**src/rtl/hamming_encoder_tx.sv**
```systemverilog
// Hamming(7,4) encoder with optional single-bit error injection and a
// framed serial transmitter. Each accepted nibble becomes a 7-bit codeword
// (code[6] = Hamming position 1) that is shifted out MSB first, followed by
// IDLE_GAP idle cycles before the next nibble can be taken.
module hamming_encoder_tx #(
    parameter int unsigned IDLE_GAP = 1
) (
    input  logic       clk,
    input  logic       rst,
    input  logic [3:0] data_in,
    input  logic       in_valid,
    output logic       in_ready,
    input  logic [2:0] err_pos,
    output logic [6:0] code_out,
    output logic       serial_out,
    output logic       serial_valid,
    output logic       frame_start,
    output logic [7:0] frame_count
);

    localparam int unsigned DATA_W = 4;
    localparam int unsigned CODE_W = 7;
    localparam int unsigned BIT_W  = 3;
    localparam int unsigned GAP_W  = 4;
    localparam int unsigned FC_W   = 8;

    localparam logic [BIT_W-1:0] BIT_LAST = BIT_W'(CODE_W - 1);
    localparam logic [GAP_W-1:0] GAP_LAST = GAP_W'(IDLE_GAP - 1);

    localparam logic [1:0] S_IDLE  = 2'd0;
    localparam logic [1:0] S_SHIFT = 2'd1;
    localparam logic [1:0] S_GAP   = 2'd2;

    logic [1:0]        state_q,     state_d;
    logic [CODE_W-1:0] code_q,      code_d;
    logic [CODE_W-1:0] shreg_q,     shreg_d;
    logic [BIT_W-1:0]  bit_cnt_q,   bit_cnt_d;
    logic [GAP_W-1:0]  gap_cnt_q,   gap_cnt_d;
    logic [FC_W-1:0]   fcount_q,    fcount_d;
    logic              ser_q,       ser_d;
    logic              ser_vld_q,   ser_vld_d;
    logic              fstart_q,    fstart_d;

    logic [CODE_W-1:0] codeword;

    // Systematic Hamming(7,4): parity at positions 1,2,4 (code[6],code[5],code[3])
    function automatic logic [CODE_W-1:0] hamming_encode(input logic [DATA_W-1:0] d);
        logic [CODE_W-1:0] c;
        c[6] = d[3] ^ d[2] ^ d[0];
        c[5] = d[3] ^ d[1] ^ d[0];
        c[4] = d[3];
        c[3] = d[2] ^ d[1] ^ d[0];
        c[2] = d[2];
        c[1] = d[1];
        c[0] = d[0];
        return c;
    endfunction

    // Hamming position p (1..7) maps to code[7-p]; 0 leaves the word intact
    function automatic logic [CODE_W-1:0] error_mask(input logic [BIT_W-1:0] p);
        logic [CODE_W-1:0] m;
        case (p)
            3'd1:    m = 7'b1000000;
            3'd2:    m = 7'b0100000;
            3'd3:    m = 7'b0010000;
            3'd4:    m = 7'b0001000;
            3'd5:    m = 7'b0000100;
            3'd6:    m = 7'b0000010;
            3'd7:    m = 7'b0000001;
            default: m = '0;
        endcase
        return m;
    endfunction

    assign codeword = hamming_encode(data_in) ^ error_mask(err_pos);

    // Ready only while idle and out of reset, so reset also blocks accepts
    assign in_ready = (state_q == S_IDLE) && !rst;

    // Next-state and next-output logic
    always_comb begin
        state_d   = state_q;
        code_d    = code_q;
        shreg_d   = shreg_q;
        bit_cnt_d = bit_cnt_q;
        gap_cnt_d = gap_cnt_q;
        fcount_d  = fcount_q;
        ser_d     = 1'b0;
        ser_vld_d = 1'b0;
        fstart_d  = 1'b0;

        case (state_q)
            S_IDLE: begin
                if (in_valid) begin
                    code_d    = codeword;
                    shreg_d   = codeword;
                    bit_cnt_d = '0;
                    ser_d     = codeword[CODE_W-1];
                    ser_vld_d = 1'b1;
                    fstart_d  = 1'b1;
                    state_d   = S_SHIFT;
                end
            end

            S_SHIFT: begin
                if (bit_cnt_q == BIT_LAST) begin
                    fcount_d  = fcount_q + 8'd1;
                    gap_cnt_d = '0;
                    state_d   = (IDLE_GAP == 0) ? S_IDLE : S_GAP;
                end else begin
                    shreg_d   = {shreg_q[CODE_W-2:0], 1'b0};
                    ser_d     = shreg_q[CODE_W-2];
                    ser_vld_d = 1'b1;
                    bit_cnt_d = bit_cnt_q + 3'd1;
                end
            end

            S_GAP: begin
                if (gap_cnt_q == GAP_LAST) begin
                    gap_cnt_d = '0;
                    state_d   = S_IDLE;
                end else begin
                    gap_cnt_d = gap_cnt_q + 4'd1;
                end
            end

            default: begin
                state_d = S_IDLE;
            end
        endcase
    end

    // State and output registers; reset overrides any accept or shift
    always_ff @(posedge clk) begin
        if (rst) begin
            state_q   <= S_IDLE;
            code_q    <= '0;
            shreg_q   <= '0;
            bit_cnt_q <= '0;
            gap_cnt_q <= '0;
            fcount_q  <= '0;
            ser_q     <= 1'b0;
            ser_vld_q <= 1'b0;
            fstart_q  <= 1'b0;
        end else begin
            state_q   <= state_d;
            code_q    <= code_d;
            shreg_q   <= shreg_d;
            bit_cnt_q <= bit_cnt_d;
            gap_cnt_q <= gap_cnt_d;
            fcount_q  <= fcount_d;
            ser_q     <= ser_d;
            ser_vld_q <= ser_vld_d;
            fstart_q  <= fstart_d;
        end
    end

    assign code_out     = code_q;
    assign serial_out   = ser_q;
    assign serial_valid = ser_vld_q;
    assign frame_start  = fstart_q;
    assign frame_count  = fcount_q;

endmodule

```
**config.mk**
```make
export PLATFORM = sky130hd
export DESIGN_NAME = hamming_encoder_tx
export DESIGN_NICKNAME = d
export VERILOG_FILES = /design/src/rtl/hamming_encoder_tx.sv
export SDC_FILE = /design/constraint.sdc
export NUM_CORES = 1
export LEC_CHECK = 0
export BUFFER_PORTS_ARGS = -buffer_cell sky130_fd_sc_hd__buf_2
export CORE_ASPECT_RATIO = 2
export CORE_MARGIN = 4
export CORE_UTILIZATION = 49
export DETAILED_ROUTE_END_ITERATION = 16
export GPL_TIMING_DRIVEN = 1
export PLACE_DENSITY_LB_ADDON = 0.2
export SYNTH_ARGS = -nofsm -noshare
export SYNTH_HDL_FRONTEND = slang
export SYNTH_SLANG_ARGS = --single-unit
```
**constraint.sdc**
```tcl
create_clock -name clk -period 2 [get_ports clk]
set_clock_uncertainty 0.2 [all_clocks]
set_input_delay 0.1 -clock clk [delete_from_list [all_inputs] [get_ports clk]]
set_output_delay 0.1 -clock clk [all_outputs]
set_load 0.01 [all_outputs]
```
==> impl_results.md <==
* First-pass iteration count of the detailed router at 4
* Vertical extent of the die at 89.8 µm
* Clk pwr share at 35.2%
* Internal Dissipation at 1.01 mW
* Worst-path maximum fanout at 11
* Area of the multi-input gates at 897 µm²
* Setup tns final at 0 ns
* Mean routed wirelength per cell at 14.3 µm
* Pin count of the biggest net entering global routing at 33
* Via count of the first global-routing pass at 1335
* Most common library cell in the layout ignoring fill and taps: dfxtp_1
* Commonest cells after routing, fill and taps aside: 33 x dfxtp_1, 28 x buf_2, 26 x nor2_1
* Share of post-route cells with drive strength above 1 at 19.7%
* Area leader, netlist: dfxtp_1
* DPL Wire Length at 2620 µm
* Worst Setup Path Type: reg2reg
* Critical Path RT at 2.01 ns
* Area contributors post-synth: dfxtp_1 40%, nor2_1 5.9%, xnor2_1 5.3%, xnor3_1 4.1%, a21oi_1 4.0%
* Max-cap violation count at 0
* Htree depth at 2
* Total standard cell area after synthesis at 0.00164 mm²
* Number of placement rows at 29
* Number of top-level design ports at 29
* Sequential cell fraction of total power at 51.3%
* PostCTS Resize Cnt at 0
* Slowest cell on the critical path: or3_4
* Status: completed
* Detailed-route via count at 1368
* Clock tree from TritonCTS: built
* Relative slew margins at 61.4%
* GRT Resource Usage Total at 17.1%
* Power per Cell Area at 743 mW/mm²
* Cell at the root of the clock tree: clkbuf_8
* Maximum vdd drop at 0.000470 V
* Final hold viol count at 0
* Clock input transition at the sequential cells of the worst setup and hold paths at 0.07 ns
* Actual slew at the worst max-slew pin at 0.579 ns
* Final layout net count at 227
* Portion of total power attributed to combinational logic at 13.5%
* Post-layout min period at 1.90 ns
* Largest stage delay, worst path at 0.42 ns
* Flop and latch count out of synthesis at 33
* Sum of routed wire length over all layers at 3500 µm
* Starting utilization of the core area at 51.4%
* Area of all sequential standard cells at 661 µm²
* Post-placement cell count at 235
* Global-route wire length before repair at 5950 µm
* Setup slack, reg-to-reg at 0.10 ns
* Number of standard cells in the layout, taps in and fillers out at 244
* CP Capture Type: flip-flop
* Number of setup violations in the final report at 0
* Width of the chip at 48.9 µm
* Sink Count at 33
* Number of antenna violations at the first check in global routing at 0
* Antenna Violating Nets Remaining at 0
* YS warnings at 0
* Count of unique library cells instantiated by Yosys at 39
* Sequence of cells on the critical path: inv_1 > ha_1 > and3_4 > or3_4 > a211o_2 > a21oi_1
* Number of antenna diodes at 0
* Total clock buffers created by CTS at 5
* Net switching power at 367 µW
* Peak Freq at 527 MHz
* Source-to-sink clock delay at the later pin of the worst-skew pair at 0.29 ns
* Area delta synth->final at 13.1%
* Via density per instance at 5.61
* Final GP Congestion at 0.812
* Max-slew violation total from the final report at 0
* Filler cell count at 311
* Mean Syn Cell Area at 8.91 µm²
* Number of buffers on the longest clock path at 2
* Area of the core at 0.00319 mm²
* Area enclosed by the die boundary at 0.00439 mm²
* Worst min-delay path category: in2reg
* Overflow after GRT at 0
* Number of design-rule violations left by the first detailed-router iteration at 20
* Signal arrival time at the worst endpoint at 1.91 ns
* Gate Count Post-Synth at 184
* Sequential element share of the synthesized area at 40.3%
* Detailed-route DRC error count at 0
* Net count of the mapped netlist at 199
* Leakage at 0.813 nW
* Yosys top cell area share at 40.3%
* Proportion of total power due to net switching at 26.6%
* Final critical-path share of the clock period at 94.8%
* Unrepaired setup endpoints after global routing: false
* Startpoint kind of the worst setup timing path: flip-flop
* PortBufs at 28
-- path summary, 6_finish.rpt --
kind / startpoint / to / depth (start not counted)
max: bit_cnt_q[0]$_SDFFE_PP0P_ / shreg_q[1]$_SDFFE_PP0P_ / 6
min: data_in[0] / code_out[0]$_SDFFE_PP0P_ / 4
max reg2reg: bit_cnt_q[0]$_SDFFE_PP0P_ / shreg_q[1]$_SDFFE_PP0P_ / 6
min reg2reg: code_out[0]$_SDFFE_PP0P_ / code_out[0]$_SDFFE_PP0P_ / 2
-- worst max-delay path: cells and delay by family (launching register included) --
| family | cells | cell delay (ns) |
|---|---|---|
| AND/OR/NAND/NOR | 2 | 0.61 |
| AO/OA/AOI/OAI | 2 | 0.38 |
| flip-flops | 1 | 0.37 |
| adder cells (fa/ha/maj) | 1 | 0.20 |
| buffers and inverters | 1 | 0.06 |
-- stage by stage --
stage / utilization (%) / worst slack (ns) / hold WS (ns) / instance area [µm²] / total power, mW
5_1_grt: 58.1 / 0.00151 / 0.110 / 1860 / 1.45
2_1_floorplan: - / 0.0897 / -0.0279 / 1640 / 0.853
3_3_place_gp: 55.2 / 0.152 / 0.223 / 1760 / 0.904
3_5_place_dp: 55.2 / 0.126 / 0.243 / 1760 / 0.908
6_report: 58.1 / 0.103 / 0.0867 / 1860 / 1.38
4_1_cts: 58.1 / 0.106 / 0.0873 / 1860 / 1.40
-- repair_timing --
| item | 4_1_cts | 5_1_grt |
|---|---|---|
| endpoints found under the hold margin | 2 | 0 |
| buffers inserted | 0 | 0 |
| hold buffers | 1 | 0 |
-- routing by layer --
metal / up-vias / wire, µm / GRT usage [%]
met4: 0 / 138 / 10.6
met5: - / 0 / 0
met2: 31 / 1900 / 30.3
li1: 691 / - / -
met1: 633 / 1300 / 16.8
met3: 13 / 169 / 4.47
-- sequential cells by signal, summed over array words and instances, names as in the netlist --
register,cells
serial_out,1
bit_cnt_q,3
code_out,7
frame_count,8
gap_cnt_q,4
state_q,2
shreg_q,6
serial_valid,1
frame_start,1
-- area by class of cell --
type / count / area share (%)
clock buffer: 6 / 3.91
sequential: 33 / 35.6
tap: 31 / 2.09
inverter: 5 / 1.01
clock inverter: 2 / 0.539
multi-input combinational: 137 / 48.3
timing repair buffer: 30 / 8.50
-- cell usage after synthesis, drive strengths merged --
cell type,instances
nor4b,1
dfxtp,33
nand2,17
a31oi,1
dlygate4sd1,1
nor2,27
nor2b,2
a311oi,1
and2,1
ha,5
a211o,3
nand3,5
nor4,2
mux2i,1
or3,2
xnor3,3
nand2b,4
nand4b,1
and3,1
nand4,2
buf,5
nor3,10
inv,5
a41oi,1
nand3b,5
a22oi,1
o211ai,2
clkbuf,3
o21ai,4
and4b,1
xnor2,10
xor2,5
nor3b,3
a21oi,13
a211oi,3
-- power by group through the flow --
stage	logic (mW)	clock network, mW	registers (mW)
final	0.186	0.485	0.708
after global routing	0.207	0.534	0.711
after floorplan	0.129	0	0.724
after detailed placement	0.186	0	0.722
after CTS	0.188	0.501	0.708
after global placement	0.183	0	0.721
-- cells by family (layout without fill, tap and decap cells) --
| group | Yosys count | after routing | share of synthesized area (%) |
|---|---|---|---|
| compound gates | 29 | 29 | 11.1 |
| xor+xnor | 18 | 18 | 12.1 |
| fa+ha+maj | 5 | 5 | 3.81 |
| buf+inv | 14 | 43 | 5.03 |
| flops | 33 | 33 | 40.3 |
| mux | 1 | 1 | 0.610 |
| simple gates | 84 | 84 | 27.1 |
Note: power is estimated with default switching activity, not from simulation.
